**config.mk**
```make
export PLATFORM = sky130hd
export DESIGN_NAME = serial_subtractor_flat
export DESIGN_NICKNAME = d
export VERILOG_FILES = /design/src/rtl/serial_subtractor_pkg.sv /design/src/rtl/serial_subtractor_if.sv /design/src/rtl/serial_subtractor_sub_slice2.sv /design/src/rtl/serial_subtractor.sv /design/src/flat_wrapper.sv
export SDC_FILE = /design/constraint.sdc
export NUM_CORES = 1
export LEC_CHECK = 0
export BUFFER_PORTS_ARGS = -buffer_cell sky130_fd_sc_hd__buf_2
export CORE_ASPECT_RATIO = 0.8
export CORE_UTILIZATION = 57
export CTS_BUF_LIST = sky130_fd_sc_hd__clkbuf_4 sky130_fd_sc_hd__clkbuf_8
export CTS_CLUSTER_SIZE = 40
export DETAILED_ROUTE_END_ITERATION = 6
export PLACE_DENSITY = 0.82
export SLEW_MARGIN = 20
export SYNTH_ARGS = -nofsm -noshare
export SYNTH_HDL_FRONTEND = slang
export SYNTH_SLANG_ARGS = --single-unit
```
**constraint.sdc**
```tcl
create_clock -name clk -period 2.5 [get_ports clk]
set_clock_uncertainty 0.1 [all_clocks]
set_input_delay 0.25 -clock clk [delete_from_list [all_inputs] [get_ports clk]]
set_output_delay 0.25 -clock clk [all_outputs]
set_load 0.1 [all_outputs]
```
**src/rtl/serial_subtractor_pkg.sv**
```systemverilog
// Shared fixed-point definitions for the digit-serial subtractor:
// digit width, FSM state encoding and saturation bounds.
package serial_subtractor_pkg;

  localparam int DIGIT_W = 2;

  typedef enum logic [1:0] {
    IDLE = 2'd0,
    RUN  = 2'd1,
    DONE = 2'd2
  } state_t;

  // Largest positive two's-complement value of width n: 0 followed by ones.
  function automatic logic [63:0] sat_max(input int n);
    sat_max = (64'd1 << (n - 1)) - 64'd1;
  endfunction

  // Most negative two's-complement value of width n: 1 followed by zeros.
  function automatic logic [63:0] sat_min(input int n);
    sat_min = 64'd1 << (n - 1);
  endfunction

endpackage

```
**src/rtl/serial_subtractor_if.sv**
```systemverilog
// Operand/result handshake bundle for serial_subtractor.
// The master drives operands and out_ready; the slave is the subtractor.
interface serial_subtractor_if #(
  parameter int N = 16
);
  logic         in_valid;
  logic         in_ready;
  logic [N-1:0] A;
  logic [N-1:0] B;
  logic         out_valid;
  logic         out_ready;
  logic [N-1:0] result;
  logic         carry;
  logic         borrow;
  logic         overflow_flag;
  logic         negative;
  logic         zero;

  modport master (
    output in_valid, A, B, out_ready,
    input  in_ready, out_valid, result, carry, borrow, overflow_flag, negative, zero
  );

  modport slave (
    input  in_valid, A, B, out_ready,
    output in_ready, out_valid, result, carry, borrow, overflow_flag, negative, zero
  );
endinterface

```
**src/rtl/serial_subtractor_sub_slice2.sv**
```systemverilog
// Combinational 2-bit slice computing a + nb + cin, where nb is the
// already-inverted subtrahend digit. c1 is the carry into the upper bit.
module sub_slice2
  import serial_subtractor_pkg::*;
(
  input  logic [DIGIT_W-1:0] a,
  input  logic [DIGIT_W-1:0] nb,
  input  logic               cin,
  output logic [DIGIT_W-1:0] sum,
  output logic               cout,
  output logic               c1
);

  always_comb begin
    sum[0] = a[0] ^ nb[0] ^ cin;
    c1     = (a[0] & nb[0]) | (cin & (a[0] ^ nb[0]));
    sum[1] = a[1] ^ nb[1] ^ c1;
    cout   = (a[1] & nb[1]) | (c1 & (a[1] ^ nb[1]));
  end

endmodule

```
**src/rtl/serial_subtractor.sv**
```systemverilog
// Digit-serial A - B, two bits per cycle, with carry/borrow/overflow/sign/zero.
// Optional SERIAL_SUB_SATURATE_EN clamps the result on signed overflow.
module serial_subtractor
  import serial_subtractor_pkg::*;
#(
  parameter int N = 16  // even, >= 4
) (
  input  logic                clk,
  input  logic                rst,
  serial_subtractor_if.slave  bus
);

  localparam int DIGITS = N / DIGIT_W;
  localparam int CNT_W  = $clog2(DIGITS);
  localparam logic [CNT_W-1:0] LAST_DIGIT = CNT_W'(DIGITS - 1);

  state_t state_reg, state_next;

  logic [CNT_W-1:0]   cnt_reg;
  logic [N-1:0]       a_sh_reg;
  logic [N-1:0]       nb_sh_reg;
  logic [N-3:0]       res_sh_reg;
  logic               cin_reg;

  logic [N-1:0]       result_reg;
  logic               carry_reg;
  logic               borrow_reg;
  logic               ovf_reg;
  logic               neg_reg;
  logic               zero_reg;

  logic [DIGIT_W-1:0] digit_sum;
  logic               digit_cout;
  logic               digit_c1;
  logic [N-1:0]       res_full;
  logic               last_digit;

  logic [N-1:0]       result_next;
  logic               ovf_next;
  logic               neg_next;

  sub_slice2 u_slice (
    .a    (a_sh_reg[DIGIT_W-1:0]),
    .nb   (nb_sh_reg[DIGIT_W-1:0]),
    .cin  (cin_reg),
    .sum  (digit_sum),
    .cout (digit_cout),
    .c1   (digit_c1)
  );

  // New digit enters at the MSB end; after the last digit this is the full difference.
  assign res_full   = {digit_sum, res_sh_reg};
  assign last_digit = (state_reg == RUN) && (cnt_reg == LAST_DIGIT);

  // State register
  always_ff @(posedge clk) begin
    if (rst) state_reg <= IDLE;
    else     state_reg <= state_next;
  end

  // Next-state logic
  always_comb begin
    state_next = state_reg;
    case (state_reg)
      IDLE:    if (bus.in_valid) state_next = RUN;
      RUN:     if (cnt_reg == LAST_DIGIT) state_next = DONE;
      DONE:    if (bus.out_ready) state_next = IDLE;
      default: state_next = IDLE;
    endcase
  end

  // FSM outputs
  always_comb begin
    bus.in_ready  = (state_reg == IDLE) && !rst;
    bus.out_valid = (state_reg == DONE);
  end

  // Flags at the MSB slice: carry into bit N-1 is the slice's internal c1.
  always_comb begin
    ovf_next = digit_cout ^ digit_c1;
    neg_next = res_full[N-1] ^ ovf_next;
`ifdef SERIAL_SUB_SATURATE_EN
    if (ovf_next) result_next = neg_next ? sat_min(N)  >> 0 : sat_max(N) >> 0;
    else          result_next = res_full;
`else
    result_next = res_full;
`endif
  end

  always_ff @(posedge clk) begin
    if (rst) begin
      cnt_reg    <= '0;
      a_sh_reg   <= '0;
      nb_sh_reg  <= '0;
      res_sh_reg <= '0;
      cin_reg    <= 1'b0;
      result_reg <= '0;
      carry_reg  <= 1'b0;
      borrow_reg <= 1'b0;
      ovf_reg    <= 1'b0;
      neg_reg    <= 1'b0;
      zero_reg   <= 1'b0;
    end else if (state_reg == IDLE) begin
      if (bus.in_valid) begin
        a_sh_reg  <= bus.A;
        nb_sh_reg <= ~bus.B;
        cin_reg   <= 1'b1;
        cnt_reg   <= '0;
      end
    end else if (state_reg == RUN) begin
      a_sh_reg   <= a_sh_reg >> DIGIT_W;
      nb_sh_reg  <= nb_sh_reg >> DIGIT_W;
      res_sh_reg <= res_full[N-1:DIGIT_W];
      cin_reg    <= digit_cout;
      cnt_reg    <= cnt_reg + 1'b1;
      if (last_digit) begin
        result_reg <= result_next;
        carry_reg  <= digit_cout;
        borrow_reg <= ~digit_cout;
        ovf_reg    <= ovf_next;
        neg_reg    <= neg_next;
        zero_reg   <= (result_next == '0);
      end
    end
  end

  assign bus.result        = result_reg;
  assign bus.carry         = carry_reg;
  assign bus.borrow        = borrow_reg;
  assign bus.overflow_flag = ovf_reg;
  assign bus.negative      = neg_reg;
  assign bus.zero          = zero_reg;

endmodule

```
**src/flat_wrapper.sv**
```systemverilog
// flat-port wrapper written by rule: the top's interface ports become plain ports
module serial_subtractor_flat import serial_subtractor_pkg::*;
#(
  parameter int N = 16               
)
  (clk, rst, bus_in_valid, bus_A, bus_B, bus_out_ready, bus_in_ready, bus_out_valid, bus_result, bus_carry, bus_borrow, bus_overflow_flag, bus_negative, bus_zero);
  serial_subtractor_if #(.N(N)) bus_i ();
  input  logic clk;
  input  logic rst;
  input wire logic [$bits(bus_i.in_valid)-1:0] bus_in_valid;
  input wire logic [$bits(bus_i.A)-1:0] bus_A;
  input wire logic [$bits(bus_i.B)-1:0] bus_B;
  input wire logic [$bits(bus_i.out_ready)-1:0] bus_out_ready;
  output wire logic [$bits(bus_i.in_ready)-1:0] bus_in_ready;
  output wire logic [$bits(bus_i.out_valid)-1:0] bus_out_valid;
  output wire logic [$bits(bus_i.result)-1:0] bus_result;
  output wire logic [$bits(bus_i.carry)-1:0] bus_carry;
  output wire logic [$bits(bus_i.borrow)-1:0] bus_borrow;
  output wire logic [$bits(bus_i.overflow_flag)-1:0] bus_overflow_flag;
  output wire logic [$bits(bus_i.negative)-1:0] bus_negative;
  output wire logic [$bits(bus_i.zero)-1:0] bus_zero;
  assign bus_i.in_valid = bus_in_valid;
  assign bus_i.A = bus_A;
  assign bus_i.B = bus_B;
  assign bus_i.out_ready = bus_out_ready;
  assign bus_in_ready = bus_i.in_ready;
  assign bus_out_valid = bus_i.out_valid;
  assign bus_result = bus_i.result;
  assign bus_carry = bus_i.carry;
  assign bus_borrow = bus_i.borrow;
  assign bus_overflow_flag = bus_i.overflow_flag;
  assign bus_negative = bus_i.negative;
  assign bus_zero = bus_i.zero;
  serial_subtractor #(.N(N)) u_core (.clk(clk), .rst(rst), .bus(bus_i));
endmodule
```
==> impl_metrics.csv, run 1 <==
group,metric,value,unit
critical_path,crit_slowest_cell,"fa_1",
cts,cts_htree_levels,3,
logic_synthesis,yosysWarnings,0,
critical_path,path_class,"flip-flop to flip-flop",
critical_path,path_cells,"inv_1 > fa_1 > inv_1 > fa_1 > nor4_1 > nand4_1 > o21ai_0",
global_route,track_usage,24.75,%
pwr,peakVddDrop,389.1,uV
placed_design,place_inst,462,
critical_path,worstSetupEndpointType,"flip-flop",
critical_path,cp-startpoint,"u_core.cin_reg",
cts,clockBufferDepth,2,
pwr,p_per_area,660.8,nW/um^2
timing,slew_headroom,57.98,%
die,io_pins,59,
cts,clk_latency,0.35,ns
die,core_area,5180,um^2
route,dr.pass1.iters,4,
placed_design,postPlaceCellArea,3392,um^2
logic_synthesis,synthTopCellsByArea,"dfxtp_1 (46%), nand2_1 (9.0%), a21oi_1 (5.2%), mux2i_1 (4.7%), nor2_1 (4.5%)",
cts,post-cts-setup-buffer-count,0,
logic_synthesis,synth_top_area_cell,"dfxtp_1",
min_path,min_path_type,"input pin to flip-flop",
cts,clock-root-buffer,"clkbuf_8",
placed_design,io_buffers,58,
critical_path,worstPathMaxFanout,3,
timing,rsz0062_at_grt,"no",
timing,hold_viol_final,0,
placed_design,finalWeightedCongestion,0.7382,
logic_synthesis,synthCells,368,
cts,cts_made_buffers,9,
global_route,grt_max_degree,41,
logic_synthesis,syn_area,3164,um^2
timing,report.final.slew_viol_count,0,
cts,path_clk_slew,0.07,ns
critical_path,required,2.68,ns
timing,min_period_over_period,83.05,%
cts,cts_tree,"done",
cts,cts.sinks,73,
finish,stdcell_area,3572,um^2
global_route,grt_overflow,0,
logic_synthesis,synth_seq_area_share,46.18,%
critical_path,worstReg2RegStart,"u_core.cin_reg",
min_path,min-delay-start,"bus_out_ready",
die,initial_core_util,61.09,%
logic_synthesis,syn_nets,409,
route,initialDrtViolationCount,144,
global_route,grt_antenna_before_repair,0,
logic_synthesis,ys_types,34,
placed_design,dp_hpwl,4275,um
route,wl_per_cell,13.80,um
timing,worstMarginPinSlew,0.6302,ns
timing,tns,0,ns
cts,postCtsHoldBufs,0,
critical_path,timing.reg2reg.worst_path_depth,7,
finish,final_cell_mix,"nand2_1 (76), dfxtp_1 (72), buf_2 (58)",
route,drtAntennaViolNets,0,
timing,setup_viol,0,
die,row_count,23,
finish,layout_commonest_cell,"nand2_1",
finish,fin_util,68.96,%
critical_path,start_kind,"flip-flop",
logic_synthesis,synth_top_area_share,46.18,%
status,status,"finished, final reports clean",
route,avgViaCountPerCell,5.478,
die,die_h,68.64,um
route,drc,0,
finish,final_nets,452,
critical_path,rrSetupSlack,0.42,ns
min_path,holdPathStages,3,
die,dieArea,5855,um^2
global_route,grt_pass1_wl,11190,um
finish,layout-drive-gt1-share,20.24,%
die,die-width,85.30,um
timing,final.min_clock_period,2.076,ns
logic_synthesis,ys_ff_latch,73,
cts,cts_resized,0,
finish,finalNonFillerCells,477,
finish,area_growth,12.89,%
global_route,grt_pass1_vias,2436,
min_path,min_to,"u_core.state_reg[1]",
finish,diodes,0,
logic_synthesis,synth_area_per_cell,8.599,um^2
timing,achievable-frequency,0.4817,GHz
job,drv_cap,0,
critical_path,cp.arrival,2.26,ns
pwr,power_leakage,1.493,nW
critical_path,cpPeakStageDelay,0.46,ns
route,routed_wl,6584,um
timing,hold_ws,0.06213,ns
critical_path,reg2reg_to,"u_core.bus.zero",
route,num_vias,2613,
-- through the flow --
stage | power, mW | setup WS (ns)
final | 2.361 | 0.4238
after detailed placement | 1.548 | 0.4388
after floorplan | 1.485 | 0.1755
after global placement | 1.538 | 0.5426
after CTS | 2.382 | 0.4379
after global routing | 2.467 | 0.2845
-- how the worst max path moves through the flow --
stage                                      to  slack [ns]
after floorplan           u_core.state_reg[1]        0.18
after global placement        u_core.bus.zero        0.54
after detailed placement      u_core.bus.zero        0.44
after CTS                     u_core.bus.zero        0.44
after global routing          u_core.bus.zero        0.28
final                         u_core.bus.zero        0.42
-- power by group --
| group | switching [mW] | total [mW] | internal, mW |
|---|---|---|---|
| registers | 0.0338 | 1.25 | 1.22 |
| logic | 0.153 | 0.273 | 0.120 |
| clock network | 0.406 | 0.837 | 0.431 |
| total | 0.593 | 2.36 | 1.77 |
-- cells in the mapped netlist, drive strengths merged --
cell type	count
nor2b	2
nor3	1
a2bb2oi	2
xnor2	1
nor4	3
nand4	1
fa	3
nand3b	4
nand2	76
a21o	2
inv	21
nand2b	4
o21ba	1
a211oi	18
clkbuf	8
a22oi	2
and3b	1
dfxtp	73
buf	23
a22o	14
o21ai	1
a21oi	33
o21bai	1
nor2	38
mux2i	15
or3b	1
nand3	1
a221oi	16
ha	2
-- cell type report --
type,instances,area (um^2)
inverter,21,78.83
fill,432,1608
multi-input combinational,243,1445
sequential,73,1463
clock buffer,12,165.2
tap,62,77.57
timing repair buffer,63,327.8
clock inverter,3,15.01
-- layer usage --
layer,share of wire [%],track usage [%]
met1,47,31.48
met4,0.82,6.875
met3,5.4,9.167
met2,47,40.22
met5,0,0
-- critical path, delay by kind of cell (launching register included) --
kind | cells | cell delay [ns]
buf+inv | 2 | 0.21
fa+ha+maj | 2 | 0.91
flops | 1 | 0.32
simple gates | 2 | 0.34
compound gates | 1 | 0.15
-- logic make-up (layout without fill, tap and decap cells) --
kind of cell,Yosys count,in the layout,share of synthesized area (%)
AO/OA/AOI/OAI,90,90,20.36
XOR/XNOR,1,1,0.2768
adder cells (fa/ha/maj),5,5,2.689
buffers and inverters,52,99,8.303
flip-flops,73,73,46.18
multiplexers,15,15,4.745
AND/OR/NAND/NOR,132,132,17.44
(Power assumes the default switching activity.)
==> run 2, diff against run 1 <==
- CORE_UTILIZATION: 57 -> 52
- PLACE_DENSITY: 0.82 -> 0.78
- clock period: 2.5 -> 1.7 ns (I/O delays scaled with it)
==> run 2 against run 1 <==
  * The run now ends with setup timing left
  * Register-to-register slack lost 0.58 ns
  * Via count grew 3.9%
  * Clock power grew 51%
  * First-iteration DRC count grew 21%
  * Hold slack lost 0.025 ns
  * Cell area grew 7.5%
  * Power grew 52%
  * Count of clock-buffer cells in the layout grew 1
  * Die area grew 9.4%
  * Utilization shrank 3.7 points
  * Routed wire length shrank 0.26%
  * Critical endpoint unchanged
  * Largest cell class is now multi-input combinational cells
  * Highest routed layer unchanged
==> impl_metrics.csv, run 2 (same netlist as run 1, synthesis figures left out) <==
group,metric,value,unit
global_route,grt_antenna_before_repair,0,
placed_design,dp_slack,-0.2088,ns
placed_design,postPlaceCellArea,3603,um^2
critical_path,cpPeakStageDelay,0.46,ns
cts,clockBufferDepth,2,
placed_design,io_buffers,58,
status,violations,"setup timing",
critical_path,path_depth,7,
cts,cts_tree,"done",
route,routed_wl,6567,um
timing,tns,-0.1810,ns
cts,clock-root-buffer,"clkbuf_8",
timing,hold_viol_final,0,
cts,cts_made_buffers,9,
die,initial_core_util,53.81,%
timing,setup_viol,2,
critical_path,timing.reg2reg.worst_path_depth,7,
cts,cts_htree_levels,3,
critical_path,worstSetupEndpointType,"flip-flop",
critical_path,required,1.88,ns
timing,slew_headroom,66.77,%
route,avgViaCountPerCell,5.311,
critical_path,worstReg2RegStart,"u_core.cin_reg",
global_route,grt_overflow,0,
die,io_pins,59,
timing,min_period_over_period,109.1,%
timing,rsz0062_at_grt,"yes",
finish,layout_commonest_cell,"nand2_1",
cts,path_clk_slew,0.07,ns
route,drc,0,
die,core_area,5881,um^2
timing,hold_ws,0.03716,ns
timing,final.min_clock_period,1.855,ns
route,drtAntennaViolNets,0,
placed_design,dp_hpwl,4368,um
die,dieArea,6403,um^2
timing,achievable-frequency,0.5390,GHz
critical_path,cp-startpoint,"u_core.cin_reg",
timing,worstMarginPinSlew,0.4977,ns
finish,final_nets,467,
die,die-width,89.22,um
critical_path,crit_buf_inv,2,
route,initialDrtViolationCount,174,
route,wl_per_cell,12.85,um
critical_path,worstPathMaxFanout,3,
pwr,p_per_area,932.4,nW/um^2
finish,final_cell_mix,"nand2_1 (76), dfxtp_1 (70), buf_2 (56)",
job,drv_cap,0,
critical_path,cp.arrival,2.04,ns
global_route,grt_pass1_wl,10980,um
min_path,min-delay-start,"bus_B[15]",
route,dr.pass1.iters,4,
finish,fill_cells,520,
finish,stdcell_area,3840,um^2
min_path,min_path_type,"input pin to flip-flop",
finish,area_growth,21.35,%
cts,cts.sinks,73,
min_path,holdPathStages,3,
route,num_vias,2714,
finish,diodes,0,
timing,setup_ws,-0.1554,ns
pwr,total_power,3.580,mW
pwr,power_leakage,1.593,nW
die,row_count,25,
die,die_h,71.77,um
pwr,peakVddDrop,524.3,uV
global_route,track_usage,22.26,%
finish,layout-drive-gt1-share,25.12,%
global_route,grt_pass1_vias,2488,
global_route,grt_max_degree,41,
critical_path,path_class,"flip-flop to flip-flop",
critical_path,crit_slowest_cell,"fa_2",
cts,clk_latency,0.35,ns
placed_design,finalWeightedCongestion,0.7751,
critical_path,path_cells,"inv_2 > fa_2 > inv_2 > fa_2 > nor4_4 > nand4_1 > o21ai_1",
timing,report.final.slew_viol_count,0,
critical_path,path_delay_family,"adder cells",
status,status,"finished, violations left",
critical_path,start_kind,"flip-flop",
## run 2: cell count changes in the layout (fill, tap and decap cells not counted), sizes merged
cell / before / now
buf: 63 / 77
dlygate4sd3: 0 / 1
clkinvlp: 0 / 1
clkinv: 3 / 1
clkbuf: 12 / 13
## run 2: per-layer routing
metal	vias up	global-route usage, %	part of all wire (%)
met5	-	0	0
met4	0	6.878	1.1
met3	7	6.682	4.4
met2	55	36.05	46
met1	1272	28.56	48
li1	1380	-	-
## run 2: stage by stage
step / cells / util, %
4_1_cts: 509 / 64.72
5_1_grt: 511 / 65.30
6_report: 511 / 65.30
3_3_place_gp: 493 / 61.28
3_5_place_dp: 493 / 61.28
2_1_floorplan: 368 / -
## run 2: layout make-up
| class | count | area (um^2) | area share [%] |
|---|---|---|---|
| Sequential cell | 73 | 1465 | 38.16 |
| Clock inverter | 2 | 12.51 | 0.3258 |
| Clock buffer | 13 | 172.7 | 4.497 |
| Timing Repair Buffer | 78 | 523.0 | 13.62 |
| Inverter | 21 | 78.83 | 2.053 |
| Multi-Input combinational cell | 243 | 1486 | 38.71 |
| Tap cell | 81 | 101.3 | 2.639 |
## run 2: power breakdown
part / switching [mW] / leakage [nW] / internal, mW
Sequential: 0.0454 / 0.598 / 1.79
Combinational: 0.247 / 0.900 / 0.236
Clock: 0.607 / 0.0949 / 0.656
Total: 0.899 / 1.59 / 2.68
## run 2: timing repair
action                                 CTS  global route
setup endpoints to repair                3             4
endpoints found under the hold margin    1             0
hold buffers                             1             0
buffers inserted                         0             2
resized for setup                        2             4
## run 2: worst paths after layout
| kind | to | slack (ns) |
|---|---|---|
| setup / recovery | u_core.bus.zero | -0.16 |
| hold / removal | u_core.nb_sh_reg[15] | 0.04 |
| setup reg to reg | u_core.bus.zero | -0.16 |
| hold reg to reg | u_core.bus.overflow_flag | 0.35 |
## run 2: worst register-to-register path, cell delays in order, from the launching register on
cell and delay [ns]:
dfxtp_2 0.33, inv_2 0.05, fa_2 0.39, inv_2 0.08
fa_2 0.46, nor4_4 0.15, nand4_1 0.11, o21ai_1 0.13
==> run 3, diff against run 2 <==
- ABC_AREA: unset -> 1
- CORE_UTILIZATION: 52 -> 28
- PLACE_DENSITY: 0.78 -> unset
- SETUP_SLACK_MARGIN: unset -> 0.2
==> run 3 against run 2 <==
  * The run still ends with setup timing left
  * Count of clock-buffer cells in the layout shrank 2
  * Sequential share of layout area shrank 1.1 points
  * Cell area grew 3.5%
  * Utilization shrank 25 points
  * Critical endpoint is now u_core.res_sh_reg[13]
  * Power grew 12%
  * First-iteration DRC count grew 0.57%
  * Global-route usage shrank 7.3 points
==> impl_metrics.csv, run 3 <==
group,metric,value,unit
cts,cts_tree,"done",
placed_design,io_buffers,58,
finish,layout_commonest_cell,"dfxtp_1",
logic_synthesis,synth_edf_count,0,
logic_synthesis,ys_ff_latch,73,
die,row_count,32,
critical_path,timing.reg2reg.worst_path_depth,8,
critical_path,crit_slowest_cell,"fa_1",
logic_synthesis,post-synth-top-count-cell,"dfxtp_1",
timing,setup_viol,5,
critical_path,path_cells,"inv_2 > fa_2 > inv_2 > fa_1 > buf_4 > buf_6 > o21ai_2 > a21oi_1",
logic_synthesis,netlist_top_cells_count,"dfxtp_1 (73), nand2_1 (60), a21oi_1 (59)",
finish,final_nets,486,
global_route,grt_pass1_wl,12540,um
die,die-width,115.5,um
logic_synthesis,synthArstFlopShare,0,%
logic_synthesis,synth_top_area_cell,"dfxtp_1",
logic_synthesis,synthTopCellsByArea,"dfxtp_1 (51%), a21oi_1 (10%), o21ai_0 (10%), nand2_1 (7.8%), nor2_1 (4.6%)",
logic_synthesis,syn_nets,401,
min_path,min_path_type,"input pin to flip-flop",
logic_synthesis,synthCells,360,
critical_path,path_common_cell,"inv_2",
global_route,met3_usage,5.039,%
route,routed_wl,7438,um
die,initial_core_util,29.40,%
critical_path,required,1.83,ns
cts,clockBufferDepth,2,
timing,slew_headroom,66.39,%
global_route,grt_antenna_before_repair,0,
route,dr.pass1.iters,4,
critical_path,crit_end,"u_core.res_sh_reg[13]",
route,drtAntennaViolNets,0,
critical_path,path_class,"flip-flop to flip-flop",
route,wl_per_cell,12.69,um
logic_synthesis,synth_seq_area_share,50.67,%
die,die_h,92.78,um
global_route,grt_overflow,0,
cts,cts_made_buffers,9,
cts,cts_htree_levels,3,
cts,cts.sinks,73,
global_route,grt_pass1_vias,2515,
pwr,p_per_area,1008,nW/um^2
die,core_area,9809,um^2
cts,clock-root-buffer,"clkbuf_8",
die,dieArea,10710,um^2
global_route,track_usage,14.98,%
logic_synthesis,ys_types,26,
finish,diodes,0,
critical_path,cp-startpoint,"u_core.a_sh_reg[0]",
critical_path,cpPeakStageDelay,0.42,ns
logic_synthesis,yosysWarnings,0,
finish,area_growth,37.74,%
critical_path,worstReg2RegStart,"u_core.a_sh_reg[0]",
timing,worstMarginPinSlew,0.5077,ns
finish,final_cell_mix,"dfxtp_1 (67), nand2_1 (59), o21ai_0 (57)",
timing,final.min_clock_period,1.880,ns
pwr,peakVddDrop,435.9,uV
finish,fill_cells,990,
status,status,"finished, violations left",
timing,setup_ws,-0.1804,ns
cts,path_clk_slew,0.07,ns
route,drc,0,
timing,rsz0062_at_grt,"yes",
logic_synthesis,synth_ff_type,"dfxtp_1",
timing,min_period_over_period,110.6,%
placed_design,finalWeightedCongestion,0.7330,
cts,clk_latency,0.34,ns
route,avgViaCountPerCell,4.611,
placed_design,dp_hpwl,4791,um
critical_path,start_kind,"flip-flop",
logic_synthesis,syn_area,2884,um^2
global_route,top_usage_layer,"met2",
critical_path,worstSetupEndpointType,"flip-flop",
job,drv_cap,0,
die,io_pins,59,
pwr,power_leakage,1.682,nW
critical_path,reg2reg_to,"u_core.res_sh_reg[13]",
route,initialDrtViolationCount,175,
placed_design,dp_slack,-0.1853,ns
route,num_vias,2702,
critical_path,cp.arrival,2.01,ns
timing,hold_viol_final,0,
global_route,met2_usage,22.21,%
timing,hold_ws,0.007559,ns
finish,layout-drive-gt1-share,31.78,%
status,violations,"setup timing",
global_route,grt_max_degree,58,
logic_synthesis,synth_top_area_share,50.67,%
critical_path,worstPathMaxFanout,2,
critical_path,rrSetupSlack,-0.18,ns
logic_synthesis,synth_area_per_cell,8.011,um^2
global_route,met1_usage,20.45,%
timing,achievable-frequency,0.5318,GHz
timing,report.final.slew_viol_count,0,
finish,fin_util,40.50,%
## run 3: cell count changes after synthesis, sizes merged, moves of 15 or more
cell    delta
a211oi    -17
a21oi     +26
a221oi    -16
mux2i     -15
nand2     -16
o21ai     +59
## run 3: final cells by class
class                   instances  area (um^2)  area share (%)
multi-input cells             248         1320           33.23
clock inverters                 5        77.57           1.953
repair buffers                 99        721.9           18.17
inverters                      14        57.56           1.449
clock buffers                  11        151.4           3.811
flip-flops and latches         73         1474           37.10
well taps                     136        170.2           4.283
## run 3: timing repair
item	in CTS	in global routing
endpoints found under the hold margin	7	0
setup endpoints to repair	24	24
pin swaps	4	3
hold buffers	7	0
setup buffers	8	10
resized for setup	17	21
## run 3: power breakdown
group	total (mW)	internal, mW	switching (mW)
Clock	1.53	0.901	0.633
Combinational	0.579	0.265	0.313
Sequential	1.89	1.82	0.0720
Total	4.01	2.99	1.02
## run 3: critical path: cells and delay by family, from the launching register on
family	cells	cell delay (ns)
AO/OA/AOI/OAI	2	0.13
adder cells (fa/ha/maj)	2	0.80
buffers and inverters	4	0.39
flip-flops	1	0.34
## run 3: how the worst min path moves through the flow
stage | cells after the start | slack [ns] | endpoint | start
finish | 4 | 0.008 | u_core.nb_sh_reg[9] | bus_B[9]
global route | 4 | 0.007 | u_core.nb_sh_reg[9] | bus_B[9]
CTS | 4 | 0.001 | u_core.nb_sh_reg[9] | bus_B[9]
detailed placement | 4 | 0.33 | u_core.state_reg[1] | bus_out_ready
global placement | 4 | 0.34 | u_core.state_reg[1] | bus_out_ready
floorplan | 2 | 0.24 | u_core.a_sh_reg[14] | bus_A[14]
## run 3: kinds of logic (layout without fill, tap and decap cells)
kind of cell / count (synthesis) / in the layout / synth area share, %
compound gates: 136 / 136 / 24.95
fa+ha+maj: 5 / 5 / 2.950
flops: 73 / 73 / 50.67
buf+inv: 39 / 129 / 6.464
simple gates: 106 / 106 / 14.66
xor+xnor: 1 / 1 / 0.3037
## run 3: per-layer routing
metal	share of wire [%]	wire, um
met1	50	3691
met2	44	3292
met3	4.9	366
met4	1.2	87
met5	0	0
## run 3: metrics by stage
step	TNS [ns]	instances	power [mW]	instance area [um^2]
floorplan	-0.1765	360	2.250	2907
global placement	-0.1248	545	2.421	3421
detailed placement	-0.2114	545	2.433	3421
CTS	-0.3684	576	4.004	3825
global route	-0.8838	586	4.210	3973
finish	-0.5261	586	4.006	3973
